File: src/rtl/reg_bus_pkg.sv
// Shared types and defaults for the register-access bus (master and decoders).
package reg_bus_pkg;

  localparam int REG_BUS_W_WIDTH      = 8;
  localparam int REG_BUS_TIMEOUT_DFLT = 16;

  typedef enum logic [1:0] {
    IDLE   = 2'd0,
    STROBE = 2'd1,
    WAIT   = 2'd2,
    RESP   = 2'd3
  } state_t;

endpackage

File: src/rtl/reg_bus_master.sv
// Register-bus initiator: one host request at a time, single-cycle select strobe,
// waits for the OR-combined decoder ack or a timeout, then returns a response.
module reg_bus_master
  import reg_bus_pkg::*;
#(
  parameter int W_WIDTH = REG_BUS_W_WIDTH,
  parameter int TIMEOUT = REG_BUS_TIMEOUT_DFLT
) (
  input  logic               clk,
  input  logic               rst_n,
  input  logic               req_valid,
  output logic               req_ready,
  input  logic               req_wr,
  input  logic [W_WIDTH-1:0] req_addr,
  input  logic [W_WIDTH-1:0] req_wdata,
  output logic               rsp_valid,
  input  logic               rsp_ready,
  output logic [W_WIDTH-1:0] rsp_rdata,
  output logic               rsp_err,
  output logic               sel_en,
  output logic               wr_rd_s,
  output logic [W_WIDTH-1:0] addr,
  output logic [W_WIDTH-1:0] wr_data,
  input  logic               ack,
  input  logic [W_WIDTH-1:0] rd_data,
  output logic               busy
);

  localparam int CNT_W = $clog2(TIMEOUT + 1);
  localparam logic [CNT_W-1:0] CNT_LAST = CNT_W'(TIMEOUT - 1);
  localparam logic [CNT_W-1:0] CNT_MAX  = {CNT_W{1'b1}};

  state_t               state_r;
  logic [CNT_W-1:0]     cnt_r;
  logic                 req_ready_r;
  logic                 sel_en_r;
  logic                 wr_rd_r;
  logic [W_WIDTH-1:0]   addr_r;
  logic [W_WIDTH-1:0]   wr_data_r;
  logic                 rsp_valid_r;
  logic [W_WIDTH-1:0]   rsp_rdata_r;
  logic                 rsp_err_r;
  logic                 busy_r;

  // Transaction FSM with all host- and bus-side outputs registered.
  always_ff @(posedge clk or negedge rst_n) begin
    if (!rst_n) begin
      state_r     <= IDLE;
      cnt_r       <= {CNT_W{1'b0}};
      req_ready_r <= 1'b1;
      sel_en_r    <= 1'b0;
      wr_rd_r     <= 1'b0;
      addr_r      <= {W_WIDTH{1'b0}};
      wr_data_r   <= {W_WIDTH{1'b0}};
      rsp_valid_r <= 1'b0;
      rsp_rdata_r <= {W_WIDTH{1'b0}};
      rsp_err_r   <= 1'b0;
      busy_r      <= 1'b0;
    end else begin
      case (state_r)
        IDLE: begin
          if (req_valid) begin
            wr_rd_r     <= req_wr;
            addr_r      <= req_addr;
            wr_data_r   <= req_wdata;
            sel_en_r    <= 1'b1;
            req_ready_r <= 1'b0;
            busy_r      <= 1'b1;
            state_r     <= STROBE;
          end
        end
        STROBE: begin
          sel_en_r <= 1'b0;
          cnt_r    <= {CNT_W{1'b0}};
          state_r  <= WAIT;
        end
        WAIT: begin
          // Ack takes priority over a timeout landing in the same cycle.
          if (ack) begin
            rsp_rdata_r <= wr_rd_r ? {W_WIDTH{1'b0}} : rd_data;
            rsp_err_r   <= 1'b0;
            rsp_valid_r <= 1'b1;
            state_r     <= RESP;
          end else if (cnt_r == CNT_LAST) begin
            rsp_rdata_r <= {W_WIDTH{1'b0}};
            rsp_err_r   <= 1'b1;
            rsp_valid_r <= 1'b1;
            state_r     <= RESP;
          end else if (cnt_r != CNT_MAX) begin
            cnt_r <= cnt_r + CNT_W'(1);
          end
        end
        RESP: begin
          if (rsp_ready) begin
            rsp_valid_r <= 1'b0;
            rsp_rdata_r <= {W_WIDTH{1'b0}};
            rsp_err_r   <= 1'b0;
            wr_rd_r     <= 1'b0;
            addr_r      <= {W_WIDTH{1'b0}};
            wr_data_r   <= {W_WIDTH{1'b0}};
            req_ready_r <= 1'b1;
            busy_r      <= 1'b0;
            state_r     <= IDLE;
          end
        end
        default: begin
          state_r     <= IDLE;
          sel_en_r    <= 1'b0;
          rsp_valid_r <= 1'b0;
          req_ready_r <= 1'b1;
          busy_r      <= 1'b0;
        end
      endcase
    end
  end

  assign req_ready = req_ready_r;
  assign sel_en    = sel_en_r;
  assign wr_rd_s   = wr_rd_r;
  assign addr      = addr_r;
  assign wr_data   = wr_data_r;
  assign rsp_valid = rsp_valid_r;
  assign rsp_rdata = rsp_rdata_r;
  assign rsp_err   = rsp_err_r;
  assign busy      = busy_r;

endmodule
File: config.mk
export PLATFORM = sky130hd
export DESIGN_NAME = reg_bus_master
export DESIGN_NICKNAME = d
export VERILOG_FILES = /design/src/rtl/reg_bus_pkg.sv /design/src/rtl/reg_bus_master.sv
export SDC_FILE = /design/constraint.sdc
export NUM_CORES = 1
export LEC_CHECK = 0
export ABC_AREA = 1
export BUFFER_PORTS_ARGS = -buffer_cell sky130_fd_sc_hd__buf_4
export CAP_MARGIN = 20
export CORE_UTILIZATION = 50
export CTS_CLUSTER_DIAMETER = 30
export DETAILED_ROUTE_END_ITERATION = 16
export GPL_TIMING_DRIVEN = 0
export PLACE_DENSITY = 0.79
export SKIP_LAST_GASP = 1
export SYNTH_ARGS = -nofsm -noshare
export SYNTH_HDL_FRONTEND = slang
export SYNTH_SLANG_ARGS = --single-unit
File: constraint.sdc
create_clock -name clk -period 1.93 [get_ports clk]
set_input_delay 0.0965 -clock clk [delete_from_list [all_inputs] [get_ports clk]]
set_output_delay 0.0965 -clock clk [all_outputs]
set_load 0.05 [all_outputs]
# Yosys cells after proc, flatten, opt, wreduce, memory -nomap -nowiden
# Cells that the tools add are included.
dict set report word_totals {
  reg_bits 37
  input_bits 30
  output_inout_bits 30
  elab_cells 65
}
dict set report op_classes {
  n_addsub 1
  n_eq_ne 11
  mux 32
  n_reduce_logical 10
}
# op n
set op_table {}
lappend op_table {{$mux 8} 6}
lappend op_table {{$pmux 8 s2} 3}
lappend op_table {{$mux 5} 3}
lappend op_table {{$pmux 1 s2} 6}
lappend op_table {{$ne 2x2->1 const B} 5}
lappend op_table {{$pmux 5 s2} 1}
lappend op_table {{$reduce_and 3->1} 3}
lappend op_table {{$mux 1} 8}
lappend op_table {{$mux 2} 4}
lappend op_table {{$pmux 2 s4} 1}
lappend op_table {{$reduce_bool 2->1} 4}
lappend op_table {{$add 5x1->5 const B} 1}
lappend op_table {{$eq 5x4->1 const B} 1}
lappend op_table {{$ne 5x5->1 const B} 1}
lappend op_table {{$eq 2x2->1 const B} 2}
lappend op_table {{$reduce_and 4->1} 1}
lappend op_table {{$ne 3x3->1 const B} 1}
lappend op_table {{$eq 2x1->1 const B} 1}
lappend op_table {{$logic_not 2->1} 1}
lappend op_table {{$reduce_and 2->1} 1}

# Longest topological paths before layout
dict set report logic_depth {
  word_depth 5
  depth_mapped 9
  depth_no_buf 9
}

# Worst setup path after synthesis
# No wires, ideal clock.
dict set report synth_timing {
  kind {register -> register}
  startpoint {register cnt_r[0]}
  endpoint {register rsp_err_r (netlist: rsp_err)}
  setup_ps 66
  t_arrival_ps 1473
  t_required_ps 1864
  slack_ps 391
  path_stages_with_launch 10
  n_path_buf 0
  synth_period_minus_slack_ps 1539
  path_cell_list {dfrtp_1 -> ha_1 -> nand2_1 -> nor2_1 -> ha_1 -> nor2_2 -> nand2_1 -> nand3_4 -> nand2_1 -> nand2_1}
}
dict set report synth_between {
  elab_chain_cells 3
}
# element line
set synth_rtl {}
lappend synth_rtl {{start, declared} reg_bus_master.sv:34} ;# logic [CNT_W-1:0] cnt_r;
lappend synth_rtl {{start signal, assigned} reg_bus_master.sv:49} ;# cnt_r <= {CNT_W{1'b0}};
lappend synth_rtl {{start signal, assigned} reg_bus_master.sv:74} ;# cnt_r <= {CNT_W{1'b0}};
lappend synth_rtl {{start signal, assigned} reg_bus_master.sv:90} ;# cnt_r <= cnt_r + CNT_W'(1);
lappend synth_rtl {{$eq 5x4->1} reg_bus_master.sv:84} ;# end else if (cnt_r == CNT_LAST) begin
lappend synth_rtl {{$ne 3x3->1 (no line)} --}
lappend synth_rtl {{$reduce_and 3->1 (no line)} --}
lappend synth_rtl {{end signal, assigned} reg_bus_master.sv:81} ;# rsp_err_r <= 1'b0;
lappend synth_rtl {{end signal, assigned} reg_bus_master.sv:86} ;# rsp_err_r <= 1'b1;
lappend synth_rtl {{end signal, assigned} reg_bus_master.sv:97} ;# rsp_err_r <= 1'b0;
lappend synth_rtl {{end, declared} reg_bus_master.sv:42} ;# logic rsp_err_r;
# Every way passes these cells.
# A chain may end at the register's enable or synchronous reset.

# Worst setup path after layout
dict set report layout_timing {
  startpoint {register cnt_r[0]}
  endpoint {register rsp_rdata_r[3] (netlist: rsp_rdata[3])}
}
dict set report layout_between {
  elab_chain_cells 3
}
# element line
set layout_rtl {}
lappend layout_rtl {{$eq 5x4->1} reg_bus_master.sv:84}
lappend layout_rtl {{$ne 3x3->1 (no line)} --}
lappend layout_rtl {{$reduce_and 3->1 (no line)} --}
lappend layout_rtl {{end signal, assigned} reg_bus_master.sv:80} ;# rsp_rdata_r <= wr_rd_r ? {W_WIDTH{1'b0}} : rd_data;
lappend layout_rtl {{end signal, assigned} reg_bus_master.sv:85} ;# rsp_rdata_r <= {W_WIDTH{1'b0}};
lappend layout_rtl {{end signal, assigned} reg_bus_master.sv:96} ;# rsp_rdata_r <= {W_WIDTH{1'b0}};
lappend layout_rtl {{end, declared} reg_bus_master.sv:41} ;# logic [W_WIDTH-1:0] rsp_rdata_r;
# Every way passes these cells.

==> results by group <==
Timing
  – Slew margin rel.: 69.6%
  – Fin. max-slew vios: 0
  – RSZ-0062 raised after global routing: false
  – Final Skew: between 7 and 8 ps
  – Fin. Hold Viols: 0
  – Final worst setup slack: 204 ps
  – Fmax: 579 MHz
  – Hold WS: 1.73 ps
  – Min cycle time layout: 1730 ps
  – # setup viols final: 0
  – Worst-Margin Slew: roughly 460 ps
  – Period utilization: 89.4%
  – Fin Setup TNS: 0 ps

CTS
  – CTS root buffer: clkbuf_4
  – Clock transition at path regs: 110 ps
  – Postcts setup bufs: 0
  – Htree depth: 2
  – Total CTS buffers: 5
  – Clk Latency, worst-skew pair: 340 ps
  – Deepest clock path buffer count: 2
  – CTS tree: yes
  – Clock sink count: 37

Synth
  – Register area share after synthesis: 51.8%
  – Synth Warn #: 0
  – Synthesized area: 1790 sq um
  – Mapped Nets: 257
  – Mapped Cells: 219
  – Yosys cell types: 20
  – Mean post-synth cell area: slightly above 8 sq um
  – Synthesized flop and latch total: 37

Placement
  – Dpl ws: 237 ps
  – Port bufs: 59
  – Final RePlAce weighted congestion: ~0.86
  – Post-DP Area: ~2300 sq um
  – DP HPWL: 2.60 mm

Pwr
  – Worst vdd ir: 0.952 mV
  – LEAKAGE: 1.48 nW
  – Total power: approximately 3.9 mW
  – P per Cell Area: 1560 nW/um^2

Layout
  – Post-layout net count: 338
  – Layout cells sized above 1: 26.2%
  – Antenna diode count: 0
  – Area grow syn2layout: 41.1%
  – Fin area: 2530 sq um

GRT
  – GRT overflow: 0
  – Initial antenna violation count: 0
  – Number of global-route vias before repair: 1470
  – Global-route wire length before repair: 6.35 mm
  – Pin count of the biggest net entering global routing: 38
  – Overall routing resource usage: 23.3%

Setup path
  – Critical Path RT: 2220 ps
  – Critical Path Slowest Stage Cell: dfrtp_1
  – CP Max Fanout: 10
  – CP cell instances: ha_1 -> nand2_1 -> nor2_1 -> ha_1 -> nor2_2 -> nand2_1 -> nand3_4 -> nand2_1 -> nand2_1
  – CP endpoint kind: flop
  – CP peak stage delay: 440 ps
  – Most frequent CP cell: nand2_1
  – Crit Path Category: flop to flop
  – Arr. time, crit path: 2010 ps
  – Worst setup SP type: flop

Flow run
  – Maxcap violations: 0

Floorplanning
  – DIE HEIGHT: 61.8 um
  – Die W: 61.8 um
  – # IOs: 60
  – Starting density of the core: 52.8%
  – Core area: between 3000 and 4000 sq um
  – Site Rows: 21
  – DIE AREA: 3820 sq um

Routing
  – Antenna Nets Post-Route: 0
  – Vias: around 1600
  – Drt drc: 0
  – Via/cell ratio: 4.69
  – DR pass1 iterations: 4
  – Routed WL: 3.95 mm
  – Routed WL per cell: roughly 11 um
  – DRT iter0 DRCs: 171

Worst hold path
  – Hold Path Class: input port to flop

Outcome
  – Status: finished clean
registers in the layout (all words and copies together) (netlist names):
name / cells
addr: 8
rsp_rdata: 8
wr_data: 8
cnt_r: 5
state_r: 2
busy: 1
req_ready: 1
rsp_err: 1
rsp_valid: 1
sel_en: 1
wr_rd_s: 1
area by class of cell:
| class | instances | area, sq um |
|---|---|---|
| Buffer | 4 | 28.8 |
| Sequential cell | 37 | 927 |
| Tap cell | 46 | 57.6 |
| Multi-Input combinational cell | 148 | 722 |
| Clock inverter | 1 | 30.0 |
| Fill cell | 257 | 863 |
| Timing Repair Buffer | 74 | 593 |
| Clock buffer | 7 | 55.1 |
| Inverter | 30 | 113 |
worst paths after layout:
path	start	to	slack, ps	cells past startpoint
min reg2reg	req_ready	req_ready	480	2
max in group asynchronous	rst_n	req_ready	1340	2
max reg2reg	cnt_r[0]	rsp_rdata[3]	200	9
min in group asynchronous	rst_n	addr[7]	230	2
max	cnt_r[0]	rsp_rdata[3]	200	9
min	ack	rsp_err	2	4
cells in the final DEF (no fill, tap or decap), drive strengths merged:
cell / netlist / routed
a21boi: 1 / 1
buf: 4 / 63
bufinv: 0 / 1
clkbuf: 0 / 7
clkinv: 1 / 1
dfrtp: 36 / 36
dfstp: 1 / 1
dlygate4sd3: 0 / 15
ha: 8 / 8
inv: 29 / 29
nand2: 96 / 96
nand3: 27 / 27
nand4: 3 / 3
nor2: 11 / 11
nor3: 1 / 1
o21ai: 1 / 1
cells in the mapped netlist:
| cell type | n | area (sq um) |
|---|---|---|
| dfstp_2 | 1 | 26.3 |
| clkinv_1 | 1 | 3.75 |
| nand3_1 | 24 | 120 |
| inv_2 | 1 | 3.75 |
| nand4_1 | 3 | 18.8 |
| nand3_2 | 1 | 10.0 |
| o21ai_0 | 1 | 5.00 |
| buf_6 | 1 | 11.3 |
| buf_2 | 2 | 10.0 |
| nor3_4 | 1 | 16.3 |
| buf_4 | 1 | 7.51 |
| a21boi_0 | 1 | 7.51 |
| ha_1 | 8 | 100 |
| inv_1 | 28 | 105 |
| nand2_1 | 94 | 353 |
| dfrtp_1 | 36 | 901 |
| nand2_2 | 2 | 12.5 |
| nand3_4 | 2 | 35.0 |
| nor2_1 | 10 | 37.5 |
| nor2_2 | 1 | 6.26 |
per-layer routing:
layer / track usage (%) / wire (um) / part of all wire (%) / vias to the layer above
met1: 28.9 / 1690 / 43 / 735
met4: 8.89 / 97 / 2.5 / 0
li1: - / - / - / 832
met5: 0 / 0 / 0 / -
met3: 8.28 / 196 / 5.0 / 12
met2: 37.6 / 1970 / 50 / 47
critical path, delay by kind of cell, from the launching register on:
kind	cells	cell delay, ps
and+or+nand+nor	7	850
adders and majority gates	2	410
DFF	1	440
repair_timing:
| item | CTS | global route |
|---|---|---|
| endpoints found under the hold margin | 49 | 1 |
| hold buffers | 14 | 1 |
| resized for setup | 0 | 0 |
cells by family after synthesis:
group | count (synthesis) | synth area share [%]
AO/OA/AOI/OAI | 2 | 0.699
flip-flops | 37 | 51.8
AND/OR/NAND/NOR | 138 | 34.0
buffers and inverters | 34 | 7.90
adder cells (fa/ha/maj) | 8 | 5.59
where the power goes:
| group | leakage (nW) | internal [mW] | total (mW) | switching [mW] |
|---|---|---|---|---|
| clock | 0.0455 | 0.309 | 0.560 | 0.251 |
| sequential | 0.488 | 1.04 | 1.19 | 0.155 |
| combinational | 0.949 | 0.666 | 2.19 | 1.52 |
stage by stage:
| step | cells | util, % |
|---|---|---|
| after global routing | 347 | 74.5 |
| after detailed placement | 324 | 67.6 |
| after CTS | 346 | 74.2 |
| after floorplan | 219 | - |
| final | 347 | 74.5 |
| after global placement | 324 | 67.6 |
Note: power is estimated with default switching activity, not from simulation.
